**config.mk**
```make
export PLATFORM = sky130hd
export DESIGN_NAME = menu_input_ctrl
export DESIGN_NICKNAME = d
export VERILOG_FILES = /design/src/rtl/pong_pkg.sv /design/src/rtl/input_debouncer.sv /design/src/rtl/menu_input_ctrl.sv
export SDC_FILE = /design/constraint.sdc
export NUM_CORES = 1
export LEC_CHECK = 0
export ABC_AREA = 1
export BUFFER_PORTS_ARGS = -buffer_cell sky130_fd_sc_hd__buf_2
export CORE_AREA = 2 2 55 57
export CTS_CLUSTER_SIZE = 30
export DETAILED_ROUTE_END_ITERATION = 12
export DIE_AREA = 0 0 57 59
export PLACE_DENSITY = 0.71
export SYNTH_ARGS = -nofsm -noshare
export SYNTH_HDL_FRONTEND = slang
export SYNTH_SLANG_ARGS = --single-unit
```
**constraint.sdc**
```tcl
create_clock -name clock -period 1.25 [get_ports clock]
set_clock_uncertainty 0.1 [all_clocks]
set_input_delay 0.125 -clock clock [delete_from_list [all_inputs] [get_ports clock]]
set_output_delay 0.125 -clock clock [all_outputs]
set_load 0.005 [all_outputs]
```
**src/rtl/pong_pkg.sv**
```systemverilog
// Shared encodings for the Pong menu input block and the game-flow FSM.
// Latency: n/a (types and constants only).
// Backpressure: n/a.
package pong_pkg;

  // Pause-menu selection as seen on the value output
  localparam logic VALUE_CONTINUE = 1'b0;
  localparam logic VALUE_RESTART  = 1'b1;

  // Pause-menu cursor state
  typedef enum logic [1:0] {
    IDLE     = 2'b00,
    CONTINUE = 2'b01,
    RESTART  = 2'b10
  } cursor_state_t;

  // Game-flow FSM states, shared so both ends of the enable_* handshake agree
  typedef enum logic [1:0] {
    START = 2'b00,
    GAME  = 2'b01,
    PAUSE = 2'b10
  } game_state_t;

  // Width of a counter that must be able to hold the value 'cycles'
  function automatic int debounce_cnt_width(input int cycles);
    return $clog2(cycles + 1);
  endfunction

endpackage

```
**src/rtl/input_debouncer.sv**
```systemverilog
// Two-flop synchronizer followed by a counter-based debouncer for one raw contact.
// Latency: stable follows a steady raw change DEBOUNCE_CYCLES+2 edges after the first sampling edge.
// Backpressure: none; free-running.
// Ports:
//   clock  - rising-edge clock
//   reset  - synchronous, active-low
//   raw    - asynchronous contact input, active-high
//   sample - synchronized (undebounced) level
//   stable - debounced level
module input_debouncer
  import pong_pkg::*;
#(
  parameter int DEBOUNCE_CYCLES = 16
) (
  input  logic clock,
  input  logic reset,
  input  logic raw,
  output logic sample,
  output logic stable
);

  localparam int CNT_W = debounce_cnt_width(DEBOUNCE_CYCLES);
  localparam logic [CNT_W-1:0] CNT_LAST = CNT_W'(DEBOUNCE_CYCLES - 1);
  localparam logic [CNT_W-1:0] CNT_ONE  = CNT_W'(1);

  logic             sync_q1;
  logic             sync_q2;
  logic             stable_q;
  logic [CNT_W-1:0] cnt_q;

  always_ff @(posedge clock) begin
    if (!reset) begin
      sync_q1  <= 1'b0;
      sync_q2  <= 1'b0;
      stable_q <= 1'b0;
      cnt_q    <= '0;
    end else begin
      sync_q1 <= raw;
      sync_q2 <= sync_q1;
      if (sync_q2 == stable_q) begin
        cnt_q <= '0;
      end else if (cnt_q == CNT_LAST) begin
        // This edge accepts the DEBOUNCE_CYCLES-th consecutive differing
        // sample: the count has reached its limit, so flip and restart.
        stable_q <= ~stable_q;
        cnt_q    <= '0;
      end else begin
        cnt_q <= cnt_q + CNT_ONE;
      end
    end
  end

  assign sample = sync_q2;
  assign stable = stable_q;

endmodule

```
**src/rtl/menu_input_ctrl.sv**
```systemverilog
// Debounced enter level and pause-menu cursor (Continue/Restart) for the game-flow FSM.
// Latency: enter DEBOUNCE_CYCLES+2 edges after raw button change; value DEBOUNCE_CYCLES+3 after up/down.
// Backpressure: none; the cursor freezes while enter is high so value is stable across a press.
// Ports:
//   clock, reset                 - rising-edge clock, synchronous active-low reset
//   btn_raw, up_raw, down_raw    - asynchronous joystick contacts, active-high
//   enable_start, enable_pause   - menu-visible flags from the game-flow FSM
//   enter                        - debounced, armed button level
//   value                        - 0 = Continue, 1 = Restart; 0 while enable_pause is low
//   cursor_valid                 - registered OR of enable_start/enable_pause
module menu_input_ctrl
  import pong_pkg::*;
#(
  parameter int DEBOUNCE_CYCLES = 16
) (
  input  logic clock,
  input  logic reset,
  input  logic btn_raw,
  input  logic up_raw,
  input  logic down_raw,
  input  logic enable_start,
  input  logic enable_pause,
  output logic enter,
  output logic value,
  output logic cursor_valid
);

  localparam int CNT_W = debounce_cnt_width(DEBOUNCE_CYCLES);
  localparam logic [CNT_W-1:0] CNT_LAST = CNT_W'(DEBOUNCE_CYCLES - 1);
  localparam logic [CNT_W-1:0] CNT_ONE  = CNT_W'(1);

  logic btn_sample;
  logic btn_stable;
  logic up_sample;
  logic up_stable;
  logic down_sample;
  logic down_stable;

  input_debouncer #(.DEBOUNCE_CYCLES(DEBOUNCE_CYCLES)) u_btn_db (
    .clock  (clock),
    .reset  (reset),
    .raw    (btn_raw),
    .sample (btn_sample),
    .stable (btn_stable)
  );

  input_debouncer #(.DEBOUNCE_CYCLES(DEBOUNCE_CYCLES)) u_up_db (
    .clock  (clock),
    .reset  (reset),
    .raw    (up_raw),
    .sample (up_sample),
    .stable (up_stable)
  );

  input_debouncer #(.DEBOUNCE_CYCLES(DEBOUNCE_CYCLES)) u_down_db (
    .clock  (clock),
    .reset  (reset),
    .raw    (down_raw),
    .sample (down_sample),
    .stable (down_stable)
  );

  // Only the button's synchronized sample is needed (for arming)
  logic unused_samples;
  assign unused_samples = up_sample ^ down_sample;

  // ---------------------------------------------------------------------------
  // Arm flag. The debounced level resets to 0, so "low" right after reset
  // proves nothing about a button held through reset. Arming therefore needs
  // DEBOUNCE_CYCLES consecutive genuinely-low synchronized samples, i.e. the
  // button has actually been seen released for a full debounce window.
  // ---------------------------------------------------------------------------
  logic             arm_q;
  logic [CNT_W-1:0] arm_cnt_q;

  always_ff @(posedge clock) begin
    if (!reset) begin
      arm_q     <= 1'b0;
      arm_cnt_q <= '0;
    end else if (!arm_q) begin
      if (btn_sample) begin
        arm_cnt_q <= '0;
      end else if (arm_cnt_q == CNT_LAST) begin
        arm_q <= 1'b1;
      end else begin
        arm_cnt_q <= arm_cnt_q + CNT_ONE;
      end
    end
  end

  assign enter = btn_stable & arm_q;

  // ---------------------------------------------------------------------------
  // Rising-edge pulses of the debounced up/down levels
  // ---------------------------------------------------------------------------
  logic up_stable_d;
  logic down_stable_d;
  logic up_pulse;
  logic down_pulse;

  always_ff @(posedge clock) begin
    if (!reset) begin
      up_stable_d   <= 1'b0;
      down_stable_d <= 1'b0;
    end else begin
      up_stable_d   <= up_stable;
      down_stable_d <= down_stable;
    end
  end

  assign up_pulse   = up_stable & ~up_stable_d;
  assign down_pulse = down_stable & ~down_stable_d;

  // ---------------------------------------------------------------------------
  // Cursor FSM
  // ---------------------------------------------------------------------------
  cursor_state_t state_q;
  cursor_state_t state_d;

  always_ff @(posedge clock) begin
    if (!reset) begin
      state_q <= IDLE;
    end else begin
      state_q <= state_d;
    end
  end

  always_comb begin
    state_d = state_q;
    // Leaving the pause menu beats any cursor move in the same cycle
    if (!enable_pause) begin
      state_d = IDLE;
    end else begin
      case (state_q)
        IDLE: begin
          // Every entry into the pause menu starts on Continue
          state_d = CONTINUE;
        end
        CONTINUE: begin
          // Frozen while enter is high; simultaneous up+down is ambiguous
          if (!enter && down_pulse && !up_pulse) begin
            state_d = RESTART;
          end
        end
        RESTART: begin
          if (!enter && up_pulse && !down_pulse) begin
            state_d = CONTINUE;
          end
        end
        default: begin
          state_d = IDLE;
        end
      endcase
    end
  end

  // Gated by enable_pause so value is 0 in the very cycle the menu closes
  assign value = (enable_pause && (state_q == RESTART)) ? VALUE_RESTART
                                                        : VALUE_CONTINUE;

  // ---------------------------------------------------------------------------
  // Highlight-valid flag for the renderer
  // ---------------------------------------------------------------------------
  logic cursor_valid_q;

  always_ff @(posedge clock) begin
    if (!reset) begin
      cursor_valid_q <= 1'b0;
    end else begin
      cursor_valid_q <= enable_start | enable_pause;
    end
  end

  assign cursor_valid = cursor_valid_q;

endmodule
```
==> results.txt <==
The finished layout cell area came out at 2101 sq um. Clock-pin slew was measured on the worst setup and hold paths at 0.11 ns. In the routed design, unresolved DRC markers number 0. The setup slack of the critical path after layout was -0.3346 ns. Across the run, the number of max-cap violations was 0. The worst slew slack as a fraction of its limit is 66.42%, and the number of hold violations in the final report is 0. The DRC marker count from the first detailed-route iteration was 93; the first-pass GRT wire length was 5.250 mm. The transition time at the pin with the least slew margin came out at 0.5015 ns. The post-detailed-route via-to-cell ratio was 5.162.

The tools report the net count of the mapped netlist as 191. The logs give 2710 sq um for the area of the core region and 35 for the number of clock sinks. The first-pass detailed-route iteration total came out at 4.

VDD sags by at most 1.518 mV. The run gives 50.54% as the sequential area share after synthesis. The number of antenna diodes in the final layout is 0.

Total of endpoints with negative setup slack in the final report: 23. The worst register-to-register path begins at arm_cnt_q[1]. The floorplan has 19 rows. TritonCTS built the clock tree. Relative to the synthesized area, the layout overhead comes to 51.53%.

Yosys printed 0 warnings. The standard cell with the maximum stage delay on the critical path was dfxtp_2. Setup repair after global routing could not meet its margin everywhere. The tools report the worst path required time as 1.40 ns.

Largest driver fanout on the critical path: 6. TritonCTS created 5 clock buffers. The congestion estimate from routability-driven global placement came to 0.8073.

The cell count after synthesis came out at 176. A synthesized cell averages 7.877 sq um. The area of the mapped netlist came out at 1386 sq um. STA classifies the critical path endpoint as a flop. The total overflow left after global routing is 0. The flow ran to the end, but the final reports show violations. The startpoint of the most critical setup path is arm_cnt_q[1]. Port buffering added 9 buffers. The most common library cell in the layout ignoring fill and taps was inv_1. The number of top-level pins is 10. The number of fill cells in the layout was 176. Timing analysis after detailed placement gives a worst setup slack of -0.3153 ns. After detailed placement, the total cell area comes to 1633 sq um. The initial antenna violation count was 0.

The via count of the first global-routing pass was 1323; the maximum level of the CTS H-tree was 2. The count of nets left with antenna violations once routing finished came out at 0. After detailed placement, the design holds a cell count of 231. STA classifies the critical path startpoint as a flop. The signal on the critical path passes through ha_4, inv_4, nor2_4, ha_4, inv_4, o21ai_4, nand2_1, inv_2, nand2_1, o31ai_1. The data arrival time at the worst-slack endpoint is 1.74 ns, and the final-layout worst hold slack is 0.01436 ns.

The number of storage elements in the synthesis netlist came out at 35. The wire length per cell after detailed routing is 13.88 um. Power per cell area: 1094 nW/um^2. The path class of the tightest hold or removal check is primary input to flop.

The total wirelength of the detailed-routed design was 3.610 mm; the minimum clock period was 1.585 ns. The clock network latency to the later pin of the worst-skew pair is 0.35 ns. The worst hold path begins at reset.

The initial utilization of the core area, before any placement, comes to 51.15%. The tools report the via count as 1342. The tools report the final layout net count as 243. In the final layout, the share of cells above drive strength 1 is 41.48%.

The number of distinct library cells after synthesis was 18. The final reports fail on setup timing. Entering global routing, the biggest net connects 15 pins.

The static leakage is 0.0009682 uW. The die outline width came out at 57 um. In the layout the commonest cells are inv_1 (32), buf_4 (29), nand2_1 (27), dfxtp_1 (23), nor2_1 (17).

The tools report the maximum clock rate as 631.1 MHz. For the post-detailed-placement half-perimeter wirelength, the log shows 1.947 mm. In this design, the stage delay of the slowest critical-path cell is 0.38 ns. The kind of critical path is flop to flop. The longest clock path from root to sink contains 2 buffers. Vertical die dimension: 59 um. The tree is rooted in a clkbuf_4. The tools report the filler-free cell count of the finished design as 260. In the global route stage, overall resource usage came out at 21.05%. Final clock period utilization by the worst path: 126.8%. The tools report the final-report max-slew violation count as 0. The die covers 3363 sq um.
-- worst max-delay path: cells and delay by family (launching register included) --
family	cells	cell delay (ns)
simple gates	3	0.25
flops	1	0.38
fa+ha+maj	2	0.30
compound gates	2	0.31
buf+inv	3	0.15
-- power by group --
part           switching, uW  internal (uW)
Sequential              18.9           1140
Combinational           65.1           62.4
Clock                    390            621
Total                    474           1820
-- cell families after synthesis --
logic type / Yosys count / share of synthesized area (%)
DFF: 35 / 50.54
and+or+nand+nor: 71 / 21.57
AOI/OAI and AO/OA: 24 / 9.838
buffers and inverters: 38 / 10.83
adders and majority gates: 8 / 7.221
-- flip-flops by register name, indices dropped and copies added (netlist names) --
signal / cells
u_down_db.sample: 1
u_up_db.cnt_q: 5
u_down_db.cnt_q: 5
up_stable_d: 1
u_btn_db.sample: 1
u_up_db.sample: 1
u_btn_db.sync_q1: 1
u_up_db.sync_q1: 1
u_btn_db.stable: 1
arm_q: 1
u_btn_db.cnt_q: 5
state_q: 2
u_down_db.sync_q1: 1
cursor_valid: 1
u_up_db.stable: 1
arm_cnt_q: 5
down_stable_d: 1
u_down_db.stable: 1
-- synthesized netlist by cell type --
| cell type | count | area share (%) |
|---|---|---|
| a21boi_1 | 1 | 0.54 |
| nand2_1 | 32 | 8.7 |
| nor2_1 | 22 | 6.0 |
| o21ai_2 | 1 | 0.63 |
| nor3_2 | 1 | 0.72 |
| ha_1 | 8 | 7.2 |
| inv_2 | 1 | 0.27 |
| o21ai_0 | 6 | 2.2 |
| o211ai_1 | 3 | 1.6 |
| dfxtp_1 | 35 | 51 |
| inv_1 | 35 | 9.5 |
| nand3_1 | 8 | 2.9 |
| buf_4 | 2 | 1.1 |
| o31ai_1 | 1 | 0.54 |
| nand4_1 | 4 | 1.8 |
| a21oi_1 | 12 | 4.3 |
| nor3_1 | 3 | 1.1 |
| and3_1 | 1 | 0.45 |
-- layer usage --
metal	track usage, %	up-vias	share of wire (%)
met2	40.72	33	56
li1	-	659	-
met3	5.022	17	3.3
met1	18.60	633	35
met5	0	-	0
met4	15.95	0	5.7
-- metrics by stage --
stage / total power (uW) / setup TNS (ns) / utilization (%)
detailed placement: 1271 / -4.357 / 60.25
CTS: 2294 / -3.805 / 71.24
global placement: 1264 / -2.680 / 60.25
finish: 2298 / -4.305 / 77.52
global route: 2386 / -5.915 / 77.52
floorplan: 1228 / -1.300 / -
-- timing repair --
item	CTS	global route
endpoints found under the setup margin	24	27
setup buffers	9	9
gates resized for setup	21	30
gates cloned	0	0
endpoints found under the hold margin	6	0
hold buffers	6	0
pin swaps	13	16
-- layout make-up --
class / count / area, sq um / area share [%]
Inverter: 36 / 140.1 / 6.671
Tap cell: 31 / 38.79 / 1.846
Multi-Input combinational cell: 103 / 743.2 / 35.38
Clock buffer: 5 / 37.54 / 1.787
Timing Repair Buffer: 47 / 357.8 / 17.03
Sequential cell: 35 / 715.7 / 34.07
Clock inverter: 3 / 67.56 / 3.216
-- final timing paths --
path                                        end  slack (ns)  cells after the start
worst max-delay path               arm_cnt_q[4]       -0.33                     10
worst min-delay path            u_btn_db.sample        0.01                      3
worst max register to register     arm_cnt_q[4]       -0.33                     10
worst min register to register  u_btn_db.sample        0.32                      2
Note: power is estimated with default switching activity, not from simulation.
